--- src/rtl/cache_mem_arbiter_pkg.sv ---
// Shared types and constants for the cache-side memory arbiter.
package cache_pkg;

    localparam int ADR_WIDTH         = 32;
    localparam int WORD_WIDTH        = 32;
    localparam int BURST_LEN         = 4;
    localparam int WORD_OFFSET_WIDTH = 2;

    typedef enum logic [1:0] {
        IDLE  = 2'd0,
        BURST = 2'd1,
        DONE  = 2'd2
    } arb_state_t;

    // Line base: word offset and byte-in-word bits cleared.
    function automatic logic [ADR_WIDTH-1:0] line_base(input logic [ADR_WIDTH-1:0] adr);
        return {adr[ADR_WIDTH-1:WORD_OFFSET_WIDTH+2], {(WORD_OFFSET_WIDTH+2){1'b0}}};
    endfunction

endpackage

--- src/rtl/cache_mem_arbiter_rr_arbiter.sv ---
// Combinational round-robin search: first set request at or above ptr, wrapping modulo N_REQ.
module rr_arbiter #(
    parameter int N_REQ = 3,
    parameter int PTR_W = 2
) (
    input  logic [N_REQ-1:0] req,
    input  logic [PTR_W-1:0] ptr,
    output logic [N_REQ-1:0] gnt,
    output logic             vld
);

    int idx;

    always_comb begin
        gnt = '0;
        vld = 1'b0;
        idx = 0;
        for (int i = 0; i < N_REQ; i++) begin
            idx = (int'(ptr) + i) % N_REQ;
            if (!vld && req[idx]) begin
                gnt[idx] = 1'b1;
                vld      = 1'b1;
            end
        end
    end

endmodule

--- src/rtl/cache_mem_arbiter.sv ---
// Shares one memory port among N_REQ cache requesters, one full-line burst per grant.
// Optional macro CACHE_ARB_WB_PRIORITY_EN: requester 0 (writeback) always wins in IDLE.
module cache_mem_arbiter
    import cache_pkg::*;
#(
    parameter int N_REQ = 3
) (
    input  logic                          clk,
    input  logic                          rst,
    input  logic [N_REQ-1:0]              req_i,
    input  logic [N_REQ*ADR_WIDTH-1:0]    adr_i,
    input  logic [N_REQ-1:0]              rdwr_i,
    input  logic [N_REQ*WORD_WIDTH-1:0]   wdat_i,
    output logic [N_REQ-1:0]              gnt_o,
    output logic [WORD_OFFSET_WIDTH-1:0]  word_idx_o,
    output logic [N_REQ-1:0]              word_ack_o,
    output logic [WORD_WIDTH-1:0]         rdat_o,
    output logic [N_REQ-1:0]              done_o,
    output logic                          mem_req_o,
    output logic [ADR_WIDTH-1:0]          mem_adr_o,
    output logic                          mem_rdwr_o,
    output logic [WORD_WIDTH-1:0]         mem_dat_o,
    input  logic                          mem_ack_i,
    input  logic [WORD_WIDTH-1:0]         mem_dat_i
);

    localparam int PTR_W = (N_REQ > 1) ? $clog2(N_REQ) : 1;

    arb_state_t                   state;
    logic [PTR_W-1:0]             rr_ptr;
    logic [PTR_W-1:0]             gnt_idx;
    logic [N_REQ-1:0]             gnt_q;
    logic [WORD_OFFSET_WIDTH-1:0] word_cnt;
    logic [ADR_WIDTH-1:0]         base;
    logic                         rdwr_q;

    logic [N_REQ-1:0]             rr_gnt;
    logic                         rr_vld;
    logic [N_REQ-1:0]             sel_gnt;
    logic [PTR_W-1:0]             sel_idx;
    logic [ADR_WIDTH-1:0]         sel_adr;
    logic                         sel_rdwr;
    logic [WORD_WIDTH-1:0]        wdat_sel;
    logic [PTR_W-1:0]             next_ptr;
    logic                         in_burst;

    rr_arbiter #(
        .N_REQ (N_REQ),
        .PTR_W (PTR_W)
    ) u_rr (
        .req (req_i),
        .ptr (rr_ptr),
        .gnt (rr_gnt),
        .vld (rr_vld)
    );

    always_comb begin
        sel_gnt = rr_gnt;
`ifdef CACHE_ARB_WB_PRIORITY_EN
        if (req_i[0]) begin
            sel_gnt    = '0;
            sel_gnt[0] = 1'b1;
        end
`endif
        sel_idx  = '0;
        sel_adr  = '0;
        sel_rdwr = 1'b0;
        wdat_sel = '0;
        for (int k = 0; k < N_REQ; k++) begin
            if (sel_gnt[k]) begin
                sel_idx  = PTR_W'(k);
                sel_adr  = adr_i[k*ADR_WIDTH +: ADR_WIDTH];
                sel_rdwr = rdwr_i[k];
            end
            if (gnt_idx == PTR_W'(k)) begin
                wdat_sel = wdat_i[k*WORD_WIDTH +: WORD_WIDTH];
            end
        end
    end

    always_comb begin
        next_ptr = (int'(gnt_idx) == N_REQ-1) ? '0 : gnt_idx + 1'b1;
`ifdef CACHE_ARB_WB_PRIORITY_EN
        // Writeback grants bypass the rotation so refills keep their turn.
        if (gnt_idx == '0) begin
            next_ptr = rr_ptr;
        end
`endif
    end

    always_ff @(posedge clk) begin
        if (rst) begin
            state    <= IDLE;
            rr_ptr   <= '0;
            gnt_idx  <= '0;
            gnt_q    <= '0;
            word_cnt <= '0;
            base     <= '0;
            rdwr_q   <= 1'b0;
        end else begin
            case (state)
                IDLE: begin
                    if (rr_vld) begin
                        state   <= BURST;
                        gnt_q   <= sel_gnt;
                        gnt_idx <= sel_idx;
                        rdwr_q  <= sel_rdwr;
                        base    <= line_base(sel_adr);
                    end
                end
                BURST: begin
                    if (mem_ack_i) begin
                        word_cnt <= word_cnt + 1'b1;
                        if (word_cnt == WORD_OFFSET_WIDTH'(BURST_LEN-1)) begin
                            state <= DONE;
                        end
                    end
                end
                DONE: begin
                    state  <= IDLE;
                    gnt_q  <= '0;
                    rr_ptr <= next_ptr;
                end
                default: state <= IDLE;
            endcase
        end
    end

    assign in_burst   = (state == BURST);
    assign gnt_o      = gnt_q;
    assign word_idx_o = word_cnt;
    assign done_o     = (state == DONE) ? gnt_q : '0;
    assign mem_req_o  = in_burst;
    assign mem_adr_o  = in_burst ? (base | (ADR_WIDTH'(word_cnt) << 2)) : '0;
    assign mem_rdwr_o = in_burst & rdwr_q;
    assign mem_dat_o  = in_burst ? wdat_sel : '0;
    assign word_ack_o = (in_burst && mem_ack_i) ? gnt_q : '0;
    assign rdat_o     = (in_burst && mem_ack_i) ? mem_dat_i : '0;

endmodule

--- config.mk ---
export PLATFORM = sky130hd
export DESIGN_NAME = cache_mem_arbiter
export DESIGN_NICKNAME = d
export VERILOG_FILES = /design/src/rtl/cache_mem_arbiter_pkg.sv /design/src/rtl/cache_mem_arbiter_rr_arbiter.sv /design/src/rtl/cache_mem_arbiter.sv
export SDC_FILE = /design/constraint.sdc
export NUM_CORES = 1
export LEC_CHECK = 0
export ABC_AREA = 1
export BUFFER_PORTS_ARGS = -buffer_cell sky130_fd_sc_hd__buf_2
export CORE_AREA = 3 3 131 133
export DETAILED_ROUTE_END_ITERATION = 6
export DIE_AREA = 0 0 134 136
export PLACE_DENSITY = 0.65
export SLEW_MARGIN = 20
export SYNTH_ARGS = -nofsm -noshare
export SYNTH_HDL_FRONTEND = slang
export SYNTH_SLANG_ARGS = --single-unit
--- constraint.sdc ---
create_clock -name clk -period 4.41 [get_ports clk]
set_input_delay 0.882 -clock clk [delete_from_list [all_inputs] [get_ports clk]]
set_output_delay 0.882 -clock clk [all_outputs]
set_load 0.01 [all_outputs]
* Word-level counts from Yosys, hierarchy flattened
Index checks and enable logic that the tools add are counted.
** Storage, ports and cells
- Register bits after elaboration :: 40
- Bits in latches :: 0
- Memory bits (writable) :: 0
- Memory bits (read-only) :: 0
- Output and inout bits :: 109
- Logic and storage cells :: 92
- Memories kept :: 0
** Operators by class
- Add/subtract/negate cells :: 4
- Multipliers :: 0
- Div/mod/pow operators :: 3
- Order comparisons :: 6
- Eq/ne operators :: 9
- Shifts and indexed selects :: 0
- Muxes and demuxes :: 44
- Bitwise gates (word level) :: 4
- Reductions and logical operators :: 15
** Operator list (count)
- 32-bit 2-to-1 mux :: 9
- 32-bit by 1-bit >= comparator with 1-bit output (second input constant) :: 3
- 32-bit by 4-bit less-than comparator with 1-bit output (second input constant) :: 3
- 32-bit by 3-bit remainder unit with 32-bit output (second input constant) :: 2
- 3-bit by 3-bit remainder unit with 32-bit output (second input constant) :: 1
- 32-bit by 4-bit bitwise OR with 32-bit output :: 1
- 3-bit 2-to-1 mux :: 6
- 1-bit 2-to-1 mux :: 16
- 2-bit 2-to-1 mux :: 5
- 2-bit equality test (second input constant) :: 4
- 1-bit binary-select mux with 2-bit select :: 3
- 1-bit demux with 2-bit select :: 3
- 1-bit logical AND :: 6
- 3-bit bitwise OR :: 2
- 3-bit case mux with 2 select lines :: 1
- 2-bit AND reduction :: 3
- 2-bit by 1-bit adder with 2-bit output (second input constant) :: 2
- 2-bit by 1-bit equality test with 1-bit output (second input constant) :: 2
- 2-bit logical NOT :: 2
- 2-bit != test (second input constant) :: 2
- 2-bit case mux with 2 select lines :: 1
- 2-bit by 1-bit adder with 3-bit output (second input constant) :: 1
- 2-bit by 2-bit adder with 3-bit output (second input constant) :: 1
- 3-bit AND reduction :: 1
- other kinds (4) :: 5

* Longest topological paths before layout
- Depth in word-level cells :: 14
- Depth in mapped cells :: 15
- Mapped depth without buffers :: 14

* By module
From an unflattened synthesis, not the netlist that was laid out.
** Second synthesis, totals
- Cells, all modules :: 835
- Area, all modules :: 4066.4 um^2
** By module, submodules not included
- cache_mem_arbiter :: instances 1, cells an instance 785, area an instance 3789.9 um^2, sequential area each 800.8 um^2
- rr_arbiter :: instances 1, cells an instance 50, area an instance 276.5 um^2, sequential area each 0.0 um^2

* Least setup slack after synthesis
Ideal clock, no wire load.
- Kind :: input -> output
- From :: input mem_ack_i
- To :: output rdat_o[21]
- Arrival :: 1.625 ns
- Slack :: 1.903 ns
- Stages on the path :: 4
- Buffers on the path :: 2
- Cells stage by stage :: nand2_1 > clkbuf_1 > buf_1 > nor2_1
** Between the ends
- Word-level cells in the longest chain between the ends :: 2
** RTL lines
- from (decl) :: RTL line cache_mem_arbiter.sv:23 : input logic mem_ack_i,
- 1-bit logical AND :: RTL line cache_mem_arbiter.sv:138 : assign rdat_o = (in_burst && mem_ack_i) ? mem_dat_i : '0;
- 32-bit 2-to-1 mux :: RTL line cache_mem_arbiter.sv:138
- to (decl) :: RTL line cache_mem_arbiter.sv:17 : output logic [WORD_WIDTH-1:0] rdat_o,
Every way passes these cells.

* Worst setup path in the final report
- From :: register gnt_idx[0]
- To :: output mem_dat_o[15]
** Between the ends
- Word-level cells in the longest chain between the ends :: 5
- Elaborated cells between the ends (all ways) :: 7
** RTL lines
- from (decl) :: RTL line cache_mem_arbiter.sv:31 : logic [PTR_W-1:0] gnt_idx;
- from (signal assigned) :: RTL line cache_mem_arbiter.sv:106 : gnt_idx <= sel_idx;
- 2-bit logical NOT :: RTL line cache_mem_arbiter.sv:75 : if (gnt_idx == PTR_W'(k)) begin
- 32-bit 2-to-1 mux (2 in series) :: RTL line cache_mem_arbiter.sv:75
- 32-bit 2-to-1 mux * :: RTL line cache_mem_arbiter.sv:75
- 32-bit 2-to-1 mux * :: RTL line cache_mem_arbiter.sv:136 : assign mem_dat_o = in_burst ? wdat_sel : '0;
- to (decl) :: RTL line cache_mem_arbiter.sv:22 : output logic [WORD_WIDTH-1:0] mem_dat_o,
Every way passes the cells marked *; elsewhere a longest branch is shown, timed or not.

==> results.yml <==
worst_setup_path:
  path_class: "reg2out"
  cp.required_ns: 3.53
  crit_chain: "inv_1, nor2_2, buf_4, nand2_1, nand3_1, nand2_1, inv_1, buf_2"
  critPathTopFamily: "buffers and inverters"
  reg2regPathDepth: 13
  path_max_fanout: 33
  worstReg2RegStart: "rr_ptr[0]$_SDFFE_PP0P_"
  worst-path-buf-inv: 4
  worstSetupStartpointType: "register"
  reg2reg_slack_ns: 1.67
  worstPathArrival_ns: 2.06
  critPathMaxStageDelay_ns: 0.40
  reg2reg_to: "base[9]$_SDFFE_PP0P_"
  crit_path_end_kind: "primary output"
  crit_slowest_cell: "inv_1"
logic_synthesis:
  syn-instance-count: 802
  postSynthAreaPerCell_sq_um: 5.01
  ys_warn_count: 0
  synthFlopType: "dfxtp_1"
  synth_seq_cells: 40
  synth-edff-count: 0
  synth_area_sq_mm: 0.00402
  async_reset_ff_frac: 0
  ys_seq_area_frac: 0.199
  synth_cell_types: 25
sta:
  drv_slew: 0
  max_freq_ghz: 0.340
  finalSetupTns_ns: 0
  rsz0062_at_grt: "no"
  fin_worst_skew_ns: 0.00794
  period_needed_ns: 2.94
  worst_slew_margin_rel: 0.407
  layout_setup_ws_ns: 1.47
  fin_crit_sh: 0.668
  worst_slew_pin_slew_ns: 0.888
  finalSetupViolations: 0
  hold_viol: 0
  timing.hold.ws_ns: 0.496
clock_tree:
  cts-root-buf: "clkbuf_16"
  clock_path_buffers: 2
  clk_latency_ns: 0.28
  cts_max_level: 2
  numCtsBuffers: 5
  cts_hold_buf: 0
  cts_sinks: 40
  cts_tree: "yes"
  cts_resized: 0
  cts_setup_buffers: 0
  clk_pin_slew_ns: 0.06
final_layout:
  final_cells: 1315
  final_common_cell: "buf_2"
  finalNetCount: 1335
  drive_gt1_frac: 0.331
  final_cell_mix: "327 x buf_2, 262 x nand2_1, 143 x inv_1"
  area_delta_synth_final_pct: 48.2
floorplan:
  dieArea_sq_mm: 0.0182
  die_x_microns: 134
  die_h_microns: 136
  core_area_sq_mm: 0.0159
  ios: 342
  rows: 46
  initial_core_util: 0.252
pwr:
  power.leakage_uw: 0.00373
  powerDensity_mw_per_mm2: 248
  ir_drop_uv: 166
  fin_total_pwr_uw: 1480
routing:
  detail-route-antenna-nets: 0
  dr.pass1.iters: 4
  drc: 0
  drtIter0Drc: 324
  wl_per_cell_microns: 13.0
  routed_wl_microns: 17000
  viasPerCell: 4.24
  vias: 5573
global_route:
  gr-usage-all-layers: 0.173
  overflow: 0
  grt_first_pass_wirelength_microns: 25600
  grt_max_degree: 56
  antenna_found_initial: 1
  first_global_vias: 4951
placed_design:
  dp_cells: 1306
  io_buffers: 327
  place_ws_ns: 1.42
  gp_congestion: 0.833
  hpwlAfterDp_microns: 13100
min_path:
  min_to: "gnt_idx[0]$_SDFFE_PP0P_"
  min-delay-start: "gnt_idx[0]$_SDFFE_PP0P_"
  hold_depth: 2
  hold_class: "reg2reg"
run:
  drv_cap: 0
status:
  outcome: "finished, final reports clean"
kinds of logic (layout without fill, tap and decap cells):
| group | Yosys count | after routing | share of synthesized area |
|---|---|---|---|
| flip-flops | 40 | 40 | 0.199 |
| AO/OA/AOI/OAI | 48 | 48 | 0.0617 |
| adder cells (fa/ha/maj) | 5 | 5 | 0.0156 |
| AND/OR/NAND/NOR | 514 | 514 | 0.528 |
| other | 1 | 3 | 0.000934 |
| buffers and inverters | 194 | 489 | 0.195 |
metal layers:
metal / routed length (microns) / track usage / up-vias / part of all wire
met5: 13 / 0 / - / 0.00076
met4: 218 / 0.0360 / 2 / 0.013
met3: 1230 / 0.0374 / 16 / 0.072
met2: 8450 / 0.307 / 196 / 0.50
met1: 7130 / 0.215 / 2389 / 0.42
li1: - / - / 2970 / -
tightest hold or removal path, delay by kind of cell, from the launching register on:
kind,cells,cell delay (ns)
AND/OR/NAND/NOR,1,0.07
AO/OA/AOI/OAI,1,0.06
flip-flops,1,0.33
final cells by class:
cell class,count,area (sq um)
fill,1797,9990
multi-input combinational,569,2450
timing repair buffer,335,1700
sequential,40,801
inverter,146,548
tap,216,270
clock buffer,7,153
clock inverter,1,30.0
antenna,1,2.50
where the power goes:
part           internal (uW)  switching, uW
clock network            298            148
registers                396           17.4
logic                    239            381
total                    933            546
registers in the layout, indices dropped and copies added (netlist names):
name and count:
base 28, gnt_o 3, gnt_idx 2, rr_ptr 2, state 2, word_idx_o 2, rdwr_q 1
cells in the mapped netlist (2+ instances only):
library cell	instances	share of area
buf_6	2	0.0056
clkbuf_1	26	0.024
nor2_1	131	0.12
buf_2	13	0.016
nand2_1	265	0.25
o21ai_0	7	0.0087
o21ai_1	2	0.0025
inv_2	3	0.0028
nand2_2	3	0.0047
buf_4	6	0.011
ha_1	5	0.016
inv_1	143	0.13
nand3_1	108	0.13
a21oi_1	37	0.046
nand3_2	2	0.0050
dfxtp_1	40	0.20
per-stage QoR:
step	cell area (sq um)	utilization
floorplan	4020	-
global placement	5760	0.361
detailed placement	5770	0.362
CTS	5950	0.373
global route	5950	0.373
finish	5950	0.373
worst max-delay path by stage:
stage	start	end	cells past startpoint
2_1_floorplan	mem_ack_i	rdat_o[21]	4
3_3_place_gp	mem_ack_i	rdat_o[23]	4
3_5_place_dp	mem_ack_i	rdat_o[23]	4
4_1_cts	state[0]$_SDFFE_PP0P_	rdat_o[23]	6
5_1_grt	gnt_idx[0]$_SDFFE_PP0P_	mem_dat_o[15]	8
6_report	gnt_idx[0]$_SDFFE_PP0P_	mem_dat_o[15]	8
Note: power is estimated with default switching activity, not from simulation.
